$ cat config.mk
export PLATFORM = sky130hd
export DESIGN_NAME = packet_scheduler
export DESIGN_NICKNAME = d
export VERILOG_FILES = /design/src/rtl/packet_scheduler.sv
export SDC_FILE = /design/constraint.sdc
export NUM_CORES = 1
export LEC_CHECK = 0
export CORE_MARGIN = 1
export CORE_UTILIZATION = 34
export DETAILED_ROUTE_END_ITERATION = 10
export GPL_ROUTABILITY_DRIVEN = 1
export PLACE_DENSITY_LB_ADDON = 0.08
export SYNTH_ARGS = -nofsm -noshare
export SYNTH_HDL_FRONTEND = slang
export SYNTH_SLANG_ARGS = --single-unit
$ cat constraint.sdc
create_clock -name clk_pixel -period 2.2 [get_ports clk_pixel]
set_clock_uncertainty 0.1 [all_clocks]
set_input_delay 0.55 -clock clk_pixel [delete_from_list [all_inputs] [get_ports clk_pixel]]
set_output_delay 0.55 -clock clk_pixel [all_outputs]
set_load 0.05 [all_outputs]
$ cat src/rtl/packet_scheduler.sv
// packet_scheduler: picks the HDMI data-island packet for each packet slot.
// ACR has an anti-starvation override, then audio samples, then ACR, then the
// InfoFrames in round-robin order, then Null.
// Optional feature macro: PACKET_SCHEDULER_SPD_EN (SPD InfoFrame takes part in
// re-arm and round-robin; when undefined SPD is never pending).
module packet_scheduler #(
    parameter int INFOFRAME_PERIOD = 1,
    parameter int ACR_MAX_DEFER    = 4
) (
    input  logic       clk_pixel,
    input  logic       reset,
    input  logic       packet_slot,
    input  logic       frame_start,
    input  logic       acr_wrap,
    input  logic       sample_ready,
    output logic [7:0] packet_type,
    output logic       packet_valid,
    output logic       sample_ack,
    output logic       acr_overrun
);

    typedef enum logic [2:0] {
        SEL_NULL, SEL_ACR, SEL_SAMPLE, SEL_AVI, SEL_AIF, SEL_SPD
    } sel_t;

    localparam logic [1:0] RR_AVI = 2'd0;
    localparam logic [1:0] RR_AIF = 2'd1;
`ifdef PACKET_SCHEDULER_SPD_EN
    localparam logic [1:0] RR_AFTER_AIF = 2'd2;
`else
    localparam logic [1:0] RR_AFTER_AIF = RR_AVI;
`endif
    localparam logic [3:0] DEFER_MAX    = 4'(ACR_MAX_DEFER);
    localparam logic [7:0] FRAME_LAST   = 8'(INFOFRAME_PERIOD - 1);

    logic       r_acr_prev;
    logic       r_acr_pending;
    logic       r_acr_overrun;
    logic [7:0] r_frame_cnt;
    logic       r_avi_pending;
    logic       r_aif_pending;
    logic [1:0] r_rr_ptr;
    logic [3:0] r_defer;
    logic [7:0] r_packet_type;
    logic       r_packet_valid;
    logic       r_sample_ack;

    logic       w_acr_edge;
    logic       w_rearm;
    logic       w_spd_pending;
    sel_t       w_if_sel;
    sel_t       w_sel;
    logic [7:0] w_hb0;
    logic       w_take_acr;
    logic       w_take_avi;
    logic       w_take_aif;

    assign w_acr_edge = acr_wrap ^ r_acr_prev;
    assign w_rearm    = frame_start && (r_frame_cnt == 8'd0);
    assign w_take_acr = packet_slot && (w_sel == SEL_ACR);
    assign w_take_avi = packet_slot && (w_sel == SEL_AVI);
    assign w_take_aif = packet_slot && (w_sel == SEL_AIF);

`ifdef PACKET_SCHEDULER_SPD_EN
    logic r_spd_pending;
    logic w_take_spd;
    assign w_take_spd    = packet_slot && (w_sel == SEL_SPD);
    assign w_spd_pending = r_spd_pending;

    // SPD pending flag: re-arm wins over consumption in the same cycle
    always_ff @(posedge clk_pixel) begin
        if (reset) r_spd_pending <= 1'b0;
        else       r_spd_pending <= w_rearm | (r_spd_pending & ~w_take_spd);
    end
`else
    assign w_spd_pending = 1'b0;
`endif

    // Round-robin InfoFrame search starting at the pointer
    always_comb begin
        w_if_sel = SEL_NULL;
        case (r_rr_ptr)
            RR_AVI: begin
                if (r_avi_pending)      w_if_sel = SEL_AVI;
                else if (r_aif_pending) w_if_sel = SEL_AIF;
                else if (w_spd_pending) w_if_sel = SEL_SPD;
            end
            RR_AIF: begin
                if (r_aif_pending)      w_if_sel = SEL_AIF;
                else if (w_spd_pending) w_if_sel = SEL_SPD;
                else if (r_avi_pending) w_if_sel = SEL_AVI;
            end
            default: begin
                if (w_spd_pending)      w_if_sel = SEL_SPD;
                else if (r_avi_pending) w_if_sel = SEL_AVI;
                else if (r_aif_pending) w_if_sel = SEL_AIF;
            end
        endcase
    end

    // Fixed-priority decision and HB0 lookup for the current slot
    always_comb begin
        w_sel = SEL_NULL;
        if (r_acr_pending && (r_defer == DEFER_MAX)) w_sel = SEL_ACR;
        else if (sample_ready)                      w_sel = SEL_SAMPLE;
        else if (r_acr_pending)                     w_sel = SEL_ACR;
        else                                        w_sel = w_if_sel;

        w_hb0 = 8'h00;
        case (w_sel)
            SEL_ACR:    w_hb0 = 8'h01;
            SEL_SAMPLE: w_hb0 = 8'h02;
            SEL_AVI:    w_hb0 = 8'h82;
            SEL_AIF:    w_hb0 = 8'h84;
            SEL_SPD:    w_hb0 = 8'h83;
            default:    w_hb0 = 8'h00;
        endcase
    end

    // ACR toggle edge detect, pending flag and sticky overrun
    always_ff @(posedge clk_pixel) begin
        if (reset) begin
            r_acr_prev    <= acr_wrap;
            r_acr_pending <= 1'b0;
            r_acr_overrun <= 1'b0;
        end else begin
            r_acr_prev    <= acr_wrap;
            r_acr_pending <= w_acr_edge | (r_acr_pending & ~w_take_acr);
            if (w_acr_edge && r_acr_pending && !w_take_acr)
                r_acr_overrun <= 1'b1;
        end
    end

    // Frame counter and AVI/Audio InfoFrame pending flags
    always_ff @(posedge clk_pixel) begin
        if (reset) begin
            r_frame_cnt   <= 8'd0;
            r_avi_pending <= 1'b0;
            r_aif_pending <= 1'b0;
        end else begin
            if (frame_start)
                r_frame_cnt <= (r_frame_cnt == FRAME_LAST) ? 8'd0 : r_frame_cnt + 8'd1;
            r_avi_pending <= w_rearm | (r_avi_pending & ~w_take_avi);
            r_aif_pending <= w_rearm | (r_aif_pending & ~w_take_aif);
        end
    end

    // Registered slot outputs, round-robin pointer and ACR defer counter
    always_ff @(posedge clk_pixel) begin
        if (reset) begin
            r_packet_type  <= 8'h00;
            r_packet_valid <= 1'b0;
            r_sample_ack   <= 1'b0;
            r_rr_ptr       <= RR_AVI;
            r_defer        <= 4'd0;
        end else begin
            r_packet_valid <= packet_slot;
            r_sample_ack   <= packet_slot && (w_sel == SEL_SAMPLE);
            if (packet_slot) begin
                r_packet_type <= w_hb0;
                case (w_sel)
                    SEL_AVI: r_rr_ptr <= RR_AIF;
                    SEL_AIF: r_rr_ptr <= RR_AFTER_AIF;
                    SEL_SPD: r_rr_ptr <= RR_AVI;
                    default: r_rr_ptr <= r_rr_ptr;
                endcase
                if (w_sel == SEL_ACR)
                    r_defer <= 4'd0;
                else if (r_acr_pending && (r_defer != DEFER_MAX))
                    r_defer <= r_defer + 4'd1;
            end
        end
    end

    assign packet_type  = r_packet_type;
    assign packet_valid = r_packet_valid;
    assign sample_ack   = r_sample_ack;
    assign acr_overrun  = r_acr_overrun;

endmodule

## Word level (Yosys, flattened, before mapping)

Index checks and enable logic that the tools add are counted.

- Flip-flop bits (word level): 29
- Logic and storage cells: 60
- Output and inout bits: 11

- Reductions and logical operators: 16
- Add/subtract/negate cells: 2
- Bitwise operators: 10
- Muxes and demuxes: 13
- Equality and inequality tests: 8

Operators with widths:

| kind | number |
|---|---|
| $pmux W8 S5 | 1 |
| $mux W3 | 7 |
| $logic_and A1 B1 Y1 | 9 |
| $add A8 B1 Y8 const B | 1 |
| $logic_not A8 Y1 | 1 |
| $mux W4 | 2 |
| $mux W8 | 1 |
| $eq A3 B2 Y1 const B | 2 |
| $eq A3 B3 Y1 const B | 2 |
| $add A4 B1 Y4 const B | 1 |
| $eq A4 B3 Y1 const B | 1 |
| $ne A4 B3 Y1 const B | 1 |
| $pmux W2 S2 | 1 |
| $reduce_and A2 Y1 | 2 |
| $reduce_bool A2 Y1 | 2 |
| $and A1 B1 Y1 | 3 |
| $eq A3 B1 Y1 const B | 1 |
| $not A1 Y1 | 3 |
| $or A1 B1 Y1 | 3 |
| $eq A2 B1 Y1 const B | 1 |
| $mux W2 | 1 |
| $reduce_or A2 Y1 | 1 |
| $logic_not A1 Y1 | 1 |
| $xor A1 B1 Y1 | 1 |

## Logic depth before layout (Yosys ltp)

- Depth in word-level cells: 11
- Mapped depth: 5
- Depth with buffers taken out: 5

## Worst setup path before layout

OpenSTA, ideal clock, no wires.

- Path type: flip-flop to flip-flop
- Start point: register r_defer[0]
- End point: register r_defer[3]
- Cell stages (with the launch flop): 6
- Data arrival time: 1.414 ns
- Setup slack: 0.612 ns
- Library setup time: 0.074 ns
- Buffers on the path: 0
- Cell sequence: dfxtp_1 > inv_1 > ha_1 > and4b_4 > or4_1 > a31oi_1

- Word-level cells in the longest chain between the ends: 6
- Elaborated cells between the ends (all ways): 11

Ends and longest elaborated chain:

| what | line | source |
|---|---|---|
| start: declaration | 43 | `logic [3:0] r_defer;` |
| start signal: assignment | 170 | `r_defer <= r_defer + 4'd1;` |
| $eq A4 B3 Y1 | 104 | `if (r_acr_pending && (r_defer == DEFER_MAX)) w_sel = SEL_ACR;` |
| $logic_and A1 B1 Y1 | 104 |  |
| $mux W3 | 104 |  |
| $eq A3 B1 Y1 | 167 | `if (w_sel == SEL_ACR)` |
| $reduce_bool A2 Y1 (no source line) | -- |  |
| $reduce_and A2 Y1 (no source line) | -- |  |

Parallel ways exist; a longest one is shown, timed or not. The select of a mux whose other input is x is not followed.
A chain may end at the register's enable or synchronous reset.

## Worst setup path in the final report

- Start point: register r_acr_overrun, in the netlist acr_overrun
- End point: output acr_overrun

RTL lines:

| what | line | source |
|---|---|---|
| start: declaration | 38 | `logic r_acr_overrun;` |
| start signal: assignment | 125 | `r_acr_overrun <= 1'b0;` |
| start signal: assignment | 130 | `r_acr_overrun <= 1'b1;` |
| end: declaration | 19 | `output logic acr_overrun` |

No word-level cell between the ends.

==> flow_metrics.py <==
metrics = {
    "finish": {
        "regMostFlops": "r_frame_cnt",
        "seq_area_um2": 480.5,
        "fin_area_um2": 1315,
        "area_growth_pct": 18.09,
        "layout.nets": 152,
        "drive_gt1_share_pct": 8.511,
        "multi_input_area_um2": 555.5,
        "largest_reg_flops": 8,
        "antenna_cells": 0,
        "fillerInstances": 339,
    },
    "min_path": {
        "min_from": "packet_type[7]",
        "min_path_type": "flip-flop to flip-flop",
        "hold_path_end": "packet_type[7]",
        "min_path_cells": 2,
    },
    "die": {
        "fp.dieW_um": 59.23,
        "coreArea_um2": 3078,
        "initial_core_util_pct": 36.18,
        "num_rows": 20,
        "die_h_um": 59.23,
        "die_area_um2": 3508,
        "boundaryPins": 17,
    },
    "grt": {
        "grt-ovfl-total": 0,
        "antenna_found_initial": 0,
        "grt_util_all_layers_pct": 14.18,
        "grt_max_degree": 14,
        "grt_pass1_wl_mm": 3.753,
        "grt_pass1_vias": 866,
    },
    "sta": {
        "slew_violations": 0,
        "fin_crit_ps": 2124,
        "setup_slack_ps": 75.94,
        "hold_ws_ps": 376.1,
        "period_share_pct": 96.55,
        "rsz0062_at_grt": "false",
        "setup_violations": 0,
        "fin_setup_tns_ps": 0,
        "worst_pin_slew_ps": 502.1,
        "slew_headroom_pct": 66.42,
        "hold_viol": 0,
        "fmax_mhz": 470.8,
    },
    "worst_setup_path": {
        "worstPathRequired_ps": 1550,
        "crit_chain": "clkdlybuf4s50_1",
        "worst-setup-path-type": "flip-flop to primary output",
        "endpoint_kind": "primary output",
        "path_buf_inv": 1,
        "start_kind": "flip-flop",
        "cp.arrival_ps": 1470,
        "cp_slowest_cell": "clkdlybuf4s50_1",
        "critPathTopFamily": "buffers and inverters",
        "rr_endpoint": "r_defer[3]",
        "cp_slowest_stage_delay_ps": 810,
        "reg2reg_slack_ps": 500,
        "reg2reg_depth": 5,
        "crit_fanout": 2,
        "r2r-start": "r_defer[0]",
    },
    "clocking": {
        "cts_buffer_depth": 2,
        "postCtsResizedCells": 0,
        "clock_latency_ps": 300,
        "cts_buffers": 3,
        "cts_root_buf": "clkbuf_4",
        "cts.reportedPaths.clkPinSlew_ps": 130,
        "cts_num_sinks": 24,
        "hold_buffers": 0,
        "cts.htree.levels": 1,
        "post_cts_buffers": 0,
        "cts_tree": "built",
    },
    "pwr": {
        "ir_drop_mv": 0.2096,
        "leakage_uw": 0.0004633,
        "p_sw_uw": 223.0,
        "seqPwrFrac_pct": 56.5,
        "switching_share_pct": 26.98,
        "p_clk_share_pct": 27.5,
        "power.total_uw": 826.6,
        "intPower_uw": 603.5,
        "combPwrFrac_pct": 16.0,
        "power_density_nw_per_um2": 628.6,
    },
    "route": {
        "routed_wl_mm": 2.137,
        "first_pass_iters": 4,
        "drtIter0Drc": 30,
        "routedWlPerCell_um": 11.55,
        "viasPerCell": 4.973,
        "drtAntennaViolNets": 0,
        "vias": 920,
        "drc": 0,
    },
    "placed_design": {
        "dp_slack_ps": 129.8,
        "hpwl_mm": 1.570,
        "port_buffers": 12,
        "place_area_um2": 1279,
        "globalplace.congestion": 0.7678,
    },
    "synthesis": {
        "async_reset_ff_share_pct": 0,
        "synth_ff_type": "dfxtp_1",
        "yosysTopAreaCell": "dfxtp_1",
        "synth_area_um2": 1114,
        "ys_top_cells_by_count": "24 x dfxtp_1, 11 x a21oi_1, 10 x nand2_1",
        "synth.most_common_cell": "dfxtp_1",
        "avgSynthCellArea_um2": 8.838,
        "ys_warn_count": 0,
        "synth_cell_type_count": 38,
        "synth_cells": 126,
        "synth_edf_count": 0,
        "yosys-top-cells-area": "dfxtp_1 43%, a21oi_1 4.9%, ha_1 4.5%",
        "ys_seq_elements": 24,
        "yosysTopAreaCellShare_pct": 43.15,
        "yosysSeqAreaShare_pct": 43.15,
    },
    "job": {
        "drv_cap": 0,
    },
    "status": {
        "status": "finished, final reports clean",
    },
}
[worst max path at each step]
stage,start,endpoint,slack [ps],cells after the start
global placement,frame_start,r_frame_cnt[3],140,4
finish,acr_overrun,acr_overrun,80,1
floorplan,r_defer[0],r_defer[3],610,5
detailed placement,sample_ready,packet_type[2],130,4
CTS,acr_overrun,acr_overrun,50,1
global route,packet_type[1],packet_type[1],10,1
[through the flow]
step	instances	utilization, %
floorplan	129	-
global placement	181	41.54
detailed placement	181	41.54
CTS	185	42.72
global route	185	42.72
finish	185	42.72
[power groups by stage]
| stage | Clock, uW | Combinational [uW] | Sequential (uW) |
|---|---|---|---|
| global placement | 0 | 132 | 477 |
| CTS | 237 | 133 | 468 |
| detailed placement | 0 | 132 | 477 |
| finish | 227 | 132 | 467 |
| global route | 259 | 142 | 471 |
| floorplan | 0 | 80.5 | 495 |
[layout make-up]
class	instances	area share [%]
Inverter	8	2.284
Sequential cell	24	36.54
Timing Repair Buffer	17	11.99
Clock buffer	4	2.759
Tap cell	44	4.186
Multi-Input combinational cell	88	42.25
[cell families (layout without fill, tap and decap cells)]
logic type / Yosys count / count (layout) / share of synthesized area [%]
other: 1 / 4 / 0.3368
adders and majority gates: 4 / 4 / 4.495
xor gates and xnor gates: 5 / 5 / 3.933
AOI/OAI and AO/OA: 27 / 27 / 14.27
buffers and inverters: 17 / 29 / 7.978
muxes: 1 / 1 / 0.8989
and+or+nand+nor: 47 / 47 / 24.95
DFF: 24 / 24 / 43.15
[cell usage in the layout, fill, tap and decap left out, types with 5 or more instances in the layout]
cell,count
buf_4,5
a21oi_1,11
nand2_1,10
nor2_1,6
o21ai_0,7
dfxtp_1,24
inv_1,8
nand4_1,5
clkdlybuf4s50_1,12
[metal layers]
metal  vias to the layer above  routed length (um)  share of wire [%]  GRT usage [%]
met1                       430                1115                 52          19.57
met5                         -                   0                  0              0
met4                         0                  20               0.94          5.442
met3                         2                  84                3.9          2.620
li1                        464                   -                  -              -
met2                        24                 916                 43          21.83
(Power assumes the default switching activity.)
